**config.mk**
```make
export PLATFORM = sky130hd
export DESIGN_NAME = rr_arb_mux
export DESIGN_NICKNAME = d
export VERILOG_FILES = /design/src/rtl/rr_arb_mux.sv
export SDC_FILE = /design/constraint.sdc
export NUM_CORES = 1
export LEC_CHECK = 0
export ABC_AREA = 0
export BUFFER_PORTS_ARGS = -buffer_cell sky130_fd_sc_hd__buf_2
export CORE_AREA = 2 2 60 62
export DETAILED_ROUTE_END_ITERATION = 12
export DIE_AREA = 0 0 62 64
export PLACE_DENSITY = 0.83
export SYNTH_ARGS = -nofsm -noshare
export SYNTH_HDL_FRONTEND = slang
export SYNTH_SLANG_ARGS = --single-unit
```
**constraint.sdc**
```tcl
create_clock -name clk -period 5.45 [get_ports clk]
set_clock_uncertainty 0.2 [all_clocks]
set_input_delay 0.545 -clock clk [delete_from_list [all_inputs] [get_ports clk]]
set_output_delay 0.545 -clock clk [all_outputs]
set_load 0.01 [all_outputs]
```
**src/rtl/rr_arb_mux.sv**
```systemverilog
`default_nettype none
// ============================================================================
// Module      : rr_arb_mux
// Description : N-channel, W-bit registered arbitrating mux. Each cycle one
//               requesting channel is chosen, either round-robin starting at
//               a rotating pointer or fixed priority (lowest index wins).
//               The chosen word and its channel index are captured in a
//               single output register with a valid/ready handshake.
// Revision    : 1.0 - initial release
// ============================================================================
module rr_arb_mux #(
  parameter int N  = 4,   // number of input channels (>= 2, any value)
  parameter int W  = 16,  // data width per channel
  parameter int SW = 2    // channel index width, 2**SW >= N
) (
  input  logic           clk,
  input  logic           rst_n,
  input  logic           mode,       // 0 = round-robin, 1 = fixed priority
  input  logic [N-1:0]   in_valid,
  input  logic [N*W-1:0] in_data,
  output logic [N-1:0]   in_ready,
  output logic           out_valid,
  output logic [W-1:0]   out_data,
  output logic [SW-1:0]  out_sel,
  input  logic           out_ready
);

  // Index of the highest channel; the pointer wraps back to zero after it.
  localparam logic [SW-1:0] c_LAST_IDX = SW'(N - 1);

  // --------------------------------------------------------------------------
  // State
  // --------------------------------------------------------------------------
  logic          r_out_valid;
  logic [W-1:0]  r_out_data;
  logic [SW-1:0] r_out_sel;
  logic [SW-1:0] r_ptr;        // first channel examined by the round-robin scan

  // --------------------------------------------------------------------------
  // Combinational arbitration
  // --------------------------------------------------------------------------
  logic [W-1:0]  w_chan_data [N];
  logic [N-1:0]  w_upper_mask;   // channels at or above the pointer
  logic [N-1:0]  w_upper_req;
  logic [SW-1:0] w_rr_grant;
  logic [SW-1:0] w_fp_grant;
  logic [SW-1:0] w_grant;
  logic          w_gvalid;
  logic          w_load;         // output slot empty or draining this cycle
  logic          w_take;         // a word is captured at the next edge
  logic [SW-1:0] w_next_ptr;
  logic [W-1:0]  w_sel_data;

  // Lowest set bit of a request vector; zero when nothing is set, which is
  // harmless because every consumer of the result is qualified by gvalid.
  function automatic logic [SW-1:0] f_lowest(input logic [N-1:0] req);
    logic [SW-1:0] idx;
    idx = '0;
    for (int i = N - 1; i >= 0; i--) begin
      if (req[i]) begin
        idx = SW'(i);
      end
    end
    return idx;
  endfunction

  // Split the flat data bus into per-channel words.
  for (genvar gi = 0; gi < N; gi++) begin : g_unpack
    assign w_chan_data[gi] = in_data[gi*W +: W];
  end

  // Mark channels whose index is at or beyond the pointer for the cyclic scan.
  always_comb begin
    w_upper_mask = '0;
    for (int i = 0; i < N; i++) begin
      w_upper_mask[i] = (SW'(i) >= r_ptr);
    end
  end

  // The cyclic scan ptr..N-1,0..ptr-1 is the lowest requester at/above the
  // pointer if one exists, otherwise the lowest requester overall. This holds
  // for any N, so no power-of-two rotation is needed.
  assign w_upper_req = in_valid & w_upper_mask;
  assign w_rr_grant  = (|w_upper_req) ? f_lowest(w_upper_req) : f_lowest(in_valid);
  assign w_fp_grant  = f_lowest(in_valid);
  assign w_grant     = mode ? w_fp_grant : w_rr_grant;
  assign w_gvalid    = |in_valid;

  assign w_load      = !r_out_valid || out_ready;
  assign w_take      = w_load && w_gvalid;

  // Pointer moves one past the winner, wrapping explicitly at N-1 so that a
  // non-power-of-two channel count never produces an out-of-range index.
  assign w_next_ptr  = (w_grant == c_LAST_IDX) ? '0 : w_grant + 1'b1;

  // Only the granted channel's word is routed; other channels' data is never
  // looked at, so unknown values there cannot reach the output register.
  assign w_sel_data  = w_chan_data[w_grant];

  // One-hot accept to the granted channel, forced low while in reset.
  for (genvar gi = 0; gi < N; gi++) begin : g_ready
    assign in_ready[gi] = rst_n && w_take && (w_grant == SW'(gi));
  end

  // --------------------------------------------------------------------------
  // Sequential logic
  // --------------------------------------------------------------------------

  // Output register: capture on load with a request, empty on load without
  // one (data/index kept), hold everything under backpressure.
  always_ff @(posedge clk) begin
    if (!rst_n) begin
      r_out_valid <= 1'b0;
      r_out_data  <= '0;
      r_out_sel   <= '0;
    end else if (w_load) begin
      if (w_gvalid) begin
        r_out_valid <= 1'b1;
        r_out_data  <= w_sel_data;
        r_out_sel   <= w_grant;
      end else begin
        r_out_valid <= 1'b0;
      end
    end
  end

  // Round-robin pointer advances only on round-robin grants; fixed-priority
  // periods leave it untouched so rotation resumes where it stopped.
  always_ff @(posedge clk) begin
    if (!rst_n) begin
      r_ptr <= '0;
    end else if (w_take && !mode) begin
      r_ptr <= w_next_ptr;
    end
  end

  assign out_valid = r_out_valid;
  assign out_data  = r_out_data;
  assign out_sel   = r_out_sel;

endmodule
`default_nettype wire
```
# == Word-level counts from Yosys, hierarchy flattened ==
# Cells that the tools add are included.
# op_classes
addsub,1
magnitude_cmp,5
n_eq_ne,3
mux,15
bitwise,2
reduce_logical,14
# ops
op,count
$bmux W16 S2,1
$mux W16,2
$mux W2,11
$reduce_or A4 Y1,2
$logic_and A1 B1 Y1,7
$and A4 B4 Y4,1
$eq A2 B2 Y1 const B,2
$ge A1 B2 Y1 const A,2
$ge A2 B2 Y1 const A,2
$ge A3 B3 Y1 const B,1
$not A2 Y3,1
$add A2 B1 Y2 const B,1
$eq A2 B1 Y1 const B,1
$logic_not A1 Y1,2
$logic_not A2 Y1,1
$reduce_and A2 Y1,1
$logic_or A1 B1 Y1,1
$mux W1,1
# word_totals
regBits,21
out_inout_bits,23
word_cells,44

# == Depth between registers and ports, before layout ==
# depth
depth_word,12
ltp_mapped,8
mapped_depth_nobuf,7

# == Worst setup path before layout ==
# Ideal clock, no wire load.
# synth_path
path_type,in2out
from,input in_valid[0]
to,output in_ready[3]
arrival_ps,1693
required_ps,4705
path_slack_ps,3012
cell_stages,7
n_path_buf,1
path_cell_list,nor2b_1 > o21ai_2 > o211ai_1 > inv_2 > buf_4 > ha_1 > and3_1
# synth_between
elab_chain_len,6
word_cells_on_any_way,11
# synth_lines
item,line_no,source
from (decl),19,"input logic [N-1:0] in_valid,"
$and A4 B4 Y4,83,assign w_upper_req = in_valid & w_upper_mask;
$reduce_or A4 Y1 or $mux W2 (tied branches),"84, 60",
$mux W2,84,assign w_rr_grant = (|w_upper_req) ? f_lowest(w_upper_req) : f_lowest(in_valid);
$mux W2 *,86,assign w_grant = mode ? w_fp_grant : w_rr_grant;
net w_grant[1],47,logic [SW-1:0] w_grant;
$eq A2 B2 Y1 *,102,assign in_ready[gi] = rst_n && w_take && (w_grant == SW'(gi));
$logic_and A1 B1 Y1 *,102,
to (decl),21,"output logic [N-1:0] in_ready,"
# Mark *: on every way through the listed nets, which the timed path passes. The rest lies on a longest branch.

# == Worst setup path in the final report ==
# layout_path
from,input in_valid[0]
to,output in_ready[2]
# layout_between
elab_chain_len,6
word_cells_on_any_way,11
# layout_lines
item,line_no
$and A4 B4 Y4,83
$reduce_or A4 Y1 or $mux W2 (tied branches),"84, 60"
$mux W2,84
$mux W2,86
$eq A2 B2 Y1,102
$logic_and A1 B1 Y1 *,102
# Every way passes the cells marked *; elsewhere a longest branch is shown, timed or not.

==> results.json <==
{
  "outcome": "finished clean",
  "synth-main-ff-cell": "dfxtp_1",
  "drt-total-wl_um": 3500,
  "placed_cells": 265,
  "met2_usage": 0.324,
  "seq_area_sq_um": 420,
  "hold_class": "reg2reg",
  "clk_path_buf_depth": 2,
  "grt_max_degree": 36,
  "grt_pass1_vias": 1259,
  "syn_avg_cell_area_sq_um": 10.8,
  "fin_crit_sh": 0.576,
  "fin_crit_ns": 3.14,
  "multiInputGateArea_sq_um": 935,
  "leakagePower_nw": 0.968,
  "routed_via_density": 5.07,
  "netlist_area_sq_um": 1450,
  "grt_use_total": 0.172,
  "cp_data_arrival_time_ns": 2.39,
  "ys_seq_area_frac": 0.291,
  "cts_tree": "done",
  "port-buffer-count": 94,
  "grt_use_met1": 0.190,
  "dp_hpwl_um": 2800,
  "synth_cells": 134,
  "holdPathEnd": "out_data[15]",
  "startpoint_type": "input port",
  "r2r_end": "r_ptr[1]",
  "busiest_layer": "met2",
  "num_antenna_cells": 0,
  "vdd_ir_drop_max_mv": 0.112,
  "ios": 95,
  "reg2reg_depth": 7,
  "finalNonFillerCells": 269,
  "fp.dieArea_sq_um": 3970,
  "cts_root_buffer": "clkbuf_4",
  "report.final.setup_viol": 0,
  "vias": 1364,
  "hold_start": "out_data[15]",
  "hold_depth": 2,
  "maxSlewViolCount": 0,
  "cts_made_buffers": 3,
  "cap_viol_max_count": 0,
  "postCtsSetupBuffers": 0,
  "cts-resized-gates": 0,
  "layout_common_cells": "94 x buf_2, 35 x mux2i_1, 21 x dfxtp_1",
  "synthArstFlopShare": 0,
  "required_ns": 4.70,
  "syn-num-nets": 210,
  "fmax_mhz": 319,
  "tightestPinTransition_ns": 0.889,
  "drtIter0Drc": 36,
  "holdWs_ns": 0.272,
  "synth-seq-cells": 21,
  "fillers": 311,
  "place_congestion": 0.823,
  "post_drt_wl_per_cell_um": 13.0,
  "coreArea_sq_um": 3280,
  "ant_nets": 0,
  "layout-area-overhead-vs-synth_pct": 32.6,
  "slew_headroom": 0.406,
  "crit_type": "in2out",
  "clk_pin_slew_ns": 0.12,
  "final_common_cell": "buf_2",
  "drc": 0,
  "ctsHoldBuffers": 0,
  "fin_tns_setup_ns": 0,
  "yosysUniqueCellTypes": 32,
  "drtPass1Iterations": 4,
  "clk_latency_ns": 0.30,
  "start_util": 0.440,
  "clock_sinks": 21,
  "grt_pass1_wl_um": 5310,
  "grt-ovfl-total": 0,
  "fp.dieW_um": 62,
  "synth_edf_count": 0,
  "num_rows": 21,
  "rsz0062_at_grt": "false",
  "path_max_fanout": 35,
  "fp.dieH_um": 64,
  "antenna_found_initial": 0,
  "r2r_slack_ns": 3.05,
  "fin_nets": 300,
  "worstReg2RegStart": "r_ptr[0]",
  "finalHoldViolCount": 0,
  "cts.htree.levels": 1,
  "grt_util_met3": 0.0162,
  "synth-warning-count": 0,
  "post_route_cells_drive_above_1_share": 0.525,
  "powerDensity_nw_per_um2": 219,
  "cp-end-kind": "output port"
}
state kept, by name (all words and copies together), names as in the netlist:
name	flops
out_data	16
out_sel	2
out_valid	1
r_ptr	2
how the worst max path moves through the flow:
stage | startpoint | end | depth (start not counted)
2_1_floorplan | in_valid[0] | in_ready[3] | 7
3_3_place_gp | in_valid[0] | in_ready[3] | 8
3_5_place_dp | in_valid[0] | in_ready[3] | 8
4_1_cts | in_valid[0] | in_ready[2] | 8
5_1_grt | r_ptr[0] | in_ready[3] | 7
6_report | in_valid[0] | in_ready[2] | 8
Yosys cell counts, types with 2 or more instances:
library cell | instances | share of area
o221ai_1 | 5 | 0.030
o21bai_1 | 2 | 0.010
ha_1 | 4 | 0.035
mux2i_1 | 35 | 0.24
buf_4 | 3 | 0.016
nor2b_4 | 2 | 0.019
buf_6 | 5 | 0.039
o221ai_2 | 11 | 0.11
and3_1 | 4 | 0.017
nor2b_1 | 5 | 0.022
nand2_1 | 17 | 0.044
dfxtp_1 | 21 | 0.29
per-layer routing:
metal	up-vias	wire (um)
met1	622	1470
met3	4	208
met5	-	0
met4	0	42
met2	53	1780
li1	685	-
critical path, cell delays in order:
cell      delay (ns)
buf_2           0.12
nor2b_1         0.14
o21ai_2         0.17
o211ai_1        0.19
inv_2           0.69
ha_1            0.27
and3_1          0.14
buf_2           0.12
report_power, final:
part | switching [mW] | internal, mW
sequential | 0.0106 | 0.174
combinational | 0.0810 | 0.0781
clock | 0.0481 | 0.0274
total | 0.140 | 0.279
layout make-up:
class / count / area share
well taps: 46 / 0.0300
flip-flops and latches: 21 / 0.219
clock inverters: 1 / 0.00261
multi-input cells: 102 / 0.487
repair buffers: 94 / 0.245
clock buffers: 3 / 0.0117
inverters: 2 / 0.00391
cell families after synthesis:
logic type / share of synthesized area
adder cells (fa/ha/maj): 0.0346
AO/OA/AOI/OAI: 0.208
multiplexers: 0.250
buffers and inverters: 0.0631
AND/OR/NAND/NOR: 0.154
flip-flops: 0.291
through the flow:
stage,area [sq um],utilization,total power [mW],worst slack (ns)
after floorplan,1450,-,0.294,3.01
after global placement,1890,0.576,0.345,2.34
after detailed placement,1890,0.576,0.350,2.28
after CTS,1920,0.584,0.426,2.27
after global routing,1920,0.584,0.445,2.08
final,1920,0.584,0.419,2.31
Note: power is estimated with default switching activity, not from simulation.
